## src/rtl/count_checker_sat_counter.sv

```systemverilog
`default_nettype none
// ============================================================================
// Module      : sat_counter
// Description : Up-counter that sticks at its all-ones value.
//               clr has priority over inc.
// Ports       : clk   - clock
//               rst   - asynchronous active-low reset (clears value)
//               inc   - increment by one unless already saturated
//               clr   - synchronous clear to zero
//               value - current count
// Revision    : 1.0 - initial release
// ============================================================================
module sat_counter #(
    parameter int W = 8
) (
    input  logic         clk,
    input  logic         rst,
    input  logic         inc,
    input  logic         clr,
    output logic [W-1:0] value
);

    localparam logic [W-1:0] c_MAX = '1;
    localparam logic [W-1:0] c_ONE = W'(1);

    logic [W-1:0] r_value;

    always_ff @(posedge clk or negedge rst) begin
        if (!rst) begin
            r_value <= '0;
        end else if (clr) begin
            r_value <= '0;
        end else if (inc && (r_value != c_MAX)) begin
            r_value <= r_value + c_ONE;
        end
    end

    assign value = r_value;

endmodule : sat_counter
`default_nettype wire

```

## config.mk

```make
export PLATFORM = sky130hd
export DESIGN_NAME = sat_counter
export DESIGN_NICKNAME = d
export VERILOG_FILES = /design/src/rtl/count_checker_sat_counter.sv
export SDC_FILE = /design/constraint.sdc
export NUM_CORES = 1
export LEC_CHECK = 0
export CAP_MARGIN = 20
export CORE_AREA = 2 2 39 41
export DETAILED_ROUTE_END_ITERATION = 16
export DIE_AREA = 0 0 41 43
export SLEW_MARGIN = 20
export SYNTH_ARGS = -nofsm -noshare
export SYNTH_HDL_FRONTEND = slang
export SYNTH_SLANG_ARGS = --single-unit
```

## constraint.sdc

```tcl
create_clock -name clk -period 2 [get_ports clk]
set_input_delay 0.6 -clock clk [delete_from_list [all_inputs] [get_ports clk]]
set_output_delay 0.6 -clock clk [all_outputs]
set_load 0.02 [all_outputs]
```

# Word-level counts from Yosys, hierarchy flattened
# Cells that the tools add are included.
[totals] register_bits=8 wordCells=7 in_bits=4
[classes] mux=2 n_reduce_logical=2 add_sub_neg=1 eq_ne=1
[ops] operator="two-way mux 8 bit" n=2
[ops] operator="adder 8 x 1 -> 8 bit, second input constant" n=1
[ops] operator="inequality test 8 bit, second input constant" n=1
[ops] operator="nonzero test 2 bit" n=1
[ops] operator="logical AND 1 bit" n=1

# Longest topological paths before layout
# Gate-level depths: netlist of the first run.
[logic_depth] depth_word=4 ltp_mapped=4 depth_no_buf=4

# Worst setup path before layout of the first run
# OpenSTA, ideal clock, no wires.
[synth_path] kind="reg2reg" startpoint="register r_value[0], in the netlist value[0]" endpoint="register r_value[0], in the netlist value[0]" n_path_buf=0 stages_incl_launch_ff=5 setup_slack_ns=0.309 synth_period_minus_slack_ns=1.691 arrival_ns=1.567 setup_ns=0.125 path_cell_list="dfrtp_1 ha_1 and4_2 a21boi_1 mux2_2"
[synth_via] elab_chain_len=3
[synth_rtl] element="start: declaration" line_no="26" rtl="logic [W-1:0] r_value;"
[synth_rtl] element="start signal: assignment" line_no="34" rtl="r_value <= r_value + c_ONE;"
[synth_rtl] element="adder 8 x 1 -> 8 bit or inequality test 8 bit (tied branches)" line_no="34, 33"
[synth_rtl] element="two-way mux 8 bit or logical AND 1 bit (tied branches)" line_no="33" rtl="end else if (inc && (r_value != c_MAX)) begin"
[synth_rtl] element="two-way mux 8 bit or nonzero test 2 bit (tied branches)"
# Parallel ways exist; a longest one is shown, timed or not. The select of a mux whose other input is x is not followed.
# A chain may end at the register's enable or synchronous reset.

# Worst setup path in the final report of the first run
[layout_path] startpoint="register r_value[0], in the netlist value[0]" endpoint="output port value[0]"
[layout_rtl] element="end: declaration" line_no="20" rtl="output logic [W-1:0] value"
# No word-level cell between the ends.

==> results of run 1 <==
synth_stat cells, types with 2 or more instances:
| cell type | instances |
|---|---|
| nor2b_1 | 3 |
| nand2b_1 | 3 |
| dfrtp_1 | 8 |
| nor2_1 | 2 |
| a21oi_1 | 3 |
| nand2_1 | 2 |
| nor3_1 | 4 |
| mux2_2 | 2 |
| inv_1 | 2 |
| nand3_1 | 2 |
area by class of cell:
type                    count  area share
clock buffers               3     0.03516
inverters                   2     0.01172
multi-input cells          37      0.3867
flip-flops and latches      8      0.3125
well taps                  16     0.03125
repair buffers             15      0.2227
metrics by stage:
step	total power [µW]	std cells	area, µm²	setup WS (ps)	hold WS (ps)
6_report	342.5	81	640.6	78.71	594.2
5_1_grt	362.7	81	640.6	31.10	649.8
4_1_cts	348.5	81	638.1	41.41	603.3
3_5_place_dp	218.5	78	615.6	10.18	594.5
3_3_place_gp	218.9	78	615.6	14.42	599.5
2_1_floorplan	194.9	49	464.2	308.6	304.4
timing repair:
action	CTS	global route
resized for setup	0	1
endpoints found under the hold margin	0	0
endpoints found under the setup margin	0	1
kinds of logic (layout without fill, tap and decap cells):
logic type / after synthesis / count (layout) / synth area share
buf+inv: 4 / 20 / 0.03503
fa+ha+maj: 1 / 1 / 0.02695
mux: 3 / 3 / 0.07008
simple gates: 24 / 24 / 0.3100
flops: 8 / 8 / 0.4313
compound gates: 9 / 9 / 0.1267
worst max path at each step:
stage,endpoint,slack [ps],cells past startpoint,start
3_3_place_gp,value[7],10,4,inc
6_report,value[0],80,1,value[0]
5_1_grt,value[0],30,1,value[0]
4_1_cts,value[2],40,1,value[2]
3_5_place_dp,value[7],10,4,inc
2_1_floorplan,value[0],310,4,value[0]
report_power, final:
part | switching [µW] | total (µW) | internal (µW) | leakage (µW)
clock | 58.2 | 127 | 68.9 | 0.0000138
sequential | 5.98 | 172 | 166 | 0.000110
combinational | 21.2 | 43.5 | 22.3 | 0.000153
metal layers:
| layer | wire, µm | global-route usage |
|---|---|---|
| met1 | 499 | 0.2145 |
| met2 | 498 | 0.2406 |
| met3 | 68 | 0.03665 |
| met4 | 22 | 0.1000 |
| met5 | 0 | 0 |
==> metrics, run 1 <==
status=completed; CP Capture Type=primary output; Worst path top cell family by delay=buffers and inverters; Hold EP=value[7]; placed wire-length estimate=801.9 µm; H-tree depth=1; CP max stage cell=clkdlybuf4s50_1; Final min period=1921 ps; Worst Clk Skew=3.418 ps; CP max FO=6; pwr dens=534.6 nW/µm²; postcts setup bufs=0; TritonCTS clock tree=done; Final Max Slew Viols=0; global route overflow=0; multi-input logic area=247.7 µm²; Area contributors post-synth=dfrtp_1 43%, mux2_2 4.9%, nor3_1 4.3%, nand2b_1 4.0%, nor2b_1 4.0%; antenna diode count=0; Avg WL per Cell=13.43 µm; Peak VDD IR=0.2441 mV; Max-cap violations=0; Largest register FFs=8; Slew HR=0.7457; FF+latch area=200.2 µm²; Worst Min Path Start=value[7]; Post-synth EDFFs=0; Async SR Flop Fraction=1.000; worst r2r path cells=4; cts hold-fix bufs=0; via count=444; worst-margin pin slew=371.9 ps; GP Congestion=0.7012; DR iter-0 viols=3; final setup vio count=0; critical path cell sequence=clkdlybuf4s50_1; DRT antenna net count=0; CTS Buf Count=3; nets@finish=72; most frequent cells in the layout=10 x clkdlybuf4s50_1, 8 x dfrtp_1, 4 x nor3_1, 4 x buf_4; LEAKAGE=0.0002775 µW; Worst R2R Setup Slack=380 ps; first-pass GRT wire length=1966 µm; Post-Syn Nets=54; Syn Inst Count=49; distinct cell type count after synthesis=28; Avg Inst Size Synth=9.473 µm²; DR vias/cell=5.481; Sink Count=8; final core occ=0.4629; Reg2Reg Capture Point=value[0]; top_reg_cell synth=dfrtp_1; register clock-pin slew on the reported worst setup and hold paths=60 ps; FF-to-FF Start=value[0]; synthesized area=464.2 µm²; Setup TNS=0 ps; fmax=0.5205 GHz; arrival time worst endpoint=1320 ps; Rows=14; worst hold stages=2; CP peak stage delay=640 ps; CP Class=reg2out; sum of buffers and inverters on the critical path=1; area leader, netlist=dfrtp_1; required time of the critical path=1400 ps; GRT Total Usage=0.1660; IO Pins=12; drt pass-1 iters=4; Total Wirelength=1088 µm; sequential area share after synthesis=0.4313; CP startpoint kind=flip-flop; clk buf depth=2; RSZ-0062 raised after global routing=no; clock latency on the worst-skew pair=260 ps; Tcrit/Tclk final=0.9606; P&R area growth vs syn=38.01%; initial core utilization=0.3354; Die Y=43 µm; most common cell after layout, fill and taps aside=clkdlybuf4s50_1; layout cells sized above 1=0.1692; largest net degree at the start of global routing=10; Yosys warning count=0; post-synth top area share=0.4313; core region area=1384 µm²; CTS root buf=clkbuf_4; vias in the first global route=426; final hold vios=0; die width=41 µm; port buffer count=11; worst min-delay path category=reg2reg; initial antenna violation count=0; Residual DRC=0; Filler cells=138; die area=1763 µm²; Yosys reg bits=8
No activity file was read; power rests on OpenSTA's default activity.
==> run 2: changes to the inputs <==
--- a/config.mk
+++ b/config.mk
@@ -9,2 +9,3 @@
 export CORE_AREA = 2 2 39 41
+export CTS_CLUSTER_SIZE = 16
 export DETAILED_ROUTE_END_ITERATION = 16
--- a/constraint.sdc
+++ b/constraint.sdc
@@ -3,2 +3,2 @@
 set_output_delay 0.6 -clock clk [all_outputs]
-set_load 0.02 [all_outputs]
+set_load 0.005 [all_outputs]
==> run 2 against run 1 <==
  * Total power decreased by 1.7%
  * Clock-buffer cell count is the same
  * Register-to-register slack worse by 20 ps
  * Non-clock buffer count shrank 1
  * Critical path type unchanged
  * Critical endpoint is now value[2]
  * Largest power group unchanged
==> metrics, run 2 (synthesis gave the netlist of run 1 again) <==
status=completed; global route overflow=0; final hold vios=0; CP peak stage delay=550 ps; LEAKAGE=0.0002535 µW; layout cells sized above 1=0.1563; Sink Count=8; DR iter-0 viols=10; final setup vio count=0; DRT antenna net count=0; Post-Place Cells=77; sum of buffers and inverters on the critical path=1; fmax=0.5381 GHz; antenna diode count=0; Max-cap violations=0; CTS root buf=clkbuf_4; Final Max Slew Viols=0; H-tree depth=1; Total Wirelength=1071 µm; Worst Clk Skew=1.271 ps; initial antenna violation count=0; placed wire-length estimate=770.3 µm; cts hold-fix bufs=0; Tcrit/Tclk final=0.9291; hold slack=603.7 ps; IO Pins=12; Peak VDD IR=0.2314 mV; CTS Buf Count=3; Slew HR=0.7587; worst-margin pin slew=352.9 ps; drt pass-1 iters=4; Rows=14; Die Y=43 µm; CP max FO=7; Finished Cell Area=630.6 µm²; core region area=1384 µm²; CP max stage cell=clkdlybuf4s50_1; GP Congestion=0.6994; critical path cell sequence=clkdlybuf4s50_1; Worst path top cell family by delay=buffers and inverters; PostCTS Resize Cnt=0; pwr dens=534.1 nW/µm²; initial core utilization=0.3354; Final Non-Filler Cells=80; postcts setup bufs=0; clk buf depth=2; Setup TNS=0 ps; Largest register FFs=8; RSZ-0062 raised after global routing=no; most common cell after layout, fill and taps aside=clkdlybuf4s50_1; vias in the first global route=426; die area=1763 µm²; die width=41 µm; Cell Area, Placed=608.1 µm²; GRT Total Usage=0.1587; P&R area growth vs syn=35.85%; CP Capture Type=primary output; via count=432; port buffer count=11; arrival time worst endpoint=1260 ps; clock latency on the worst-skew pair=250 ps; CP Class=reg2out; TritonCTS clock tree=done; Final min period=1858 ps; register clock-pin slew on the reported worst setup and hold paths=50 ps; CP startpoint kind=flip-flop; Residual DRC=0; most frequent cells in the layout=11 x clkdlybuf4s50_1, 8 x dfrtp_1, 4 x nor3_1; nets@finish=71; Avg WL per Cell=13.39 µm; DR vias/cell=5.400; total power=336.8 µW; worst min-delay path category=reg2reg; largest net degree at the start of global routing=10; required time of the critical path=1400 ps; first-pass GRT wire length=1883 µm
## run 2: worst register-to-register path: stages, from the launching register on
cell      delay, ps
dfrtp_1         440
ha_1            230
and4_2          260
a21boi_1        240
mux2_2          360
## run 2: routing by layer
metal  GRT usage  share of wire
met1      0.2171           0.48
met2      0.2250           0.44
met3     0.03141          0.068
met4     0.08667         0.0093
met5           0              0
## run 2: through the flow
stage	utilization	worst slack (ps)
finish	0.4557	141.7
detailed placement	0.4394	-8.068
global route	0.4557	77.99
floorplan	-	395.6
global placement	0.4394	11.94
CTS	0.4557	148.0
## run 2: final timing paths
check                          from       end  slack [ps]  depth (start not counted)
max                        value[2]  value[2]         140                          1
min                        value[7]  value[7]         600                          2
max reg2reg                value[0]  value[0]         360                          4
min reg2reg                value[7]  value[7]         600                          2
max in group asynchronous       rst  value[1]        1110                          1
min in group asynchronous       rst  value[0]         630                          1
## run 2: power breakdown
| part | switching [µW] | internal [µW] |
|---|---|---|
| registers | 6.51 | 166 |
| logic | 16.7 | 22.3 |
| clock network | 56.6 | 68.8 |
## run 2: layout make-up
cell class	instances	area (µm²)
Fill cell	146	753.2
Multi-Input combinational cell	37	247.7
Sequential cell	8	200.2
Timing Repair Buffer	14	132.6
Clock buffer	3	22.52
Tap cell	16	20.02
Inverter	2	7.507
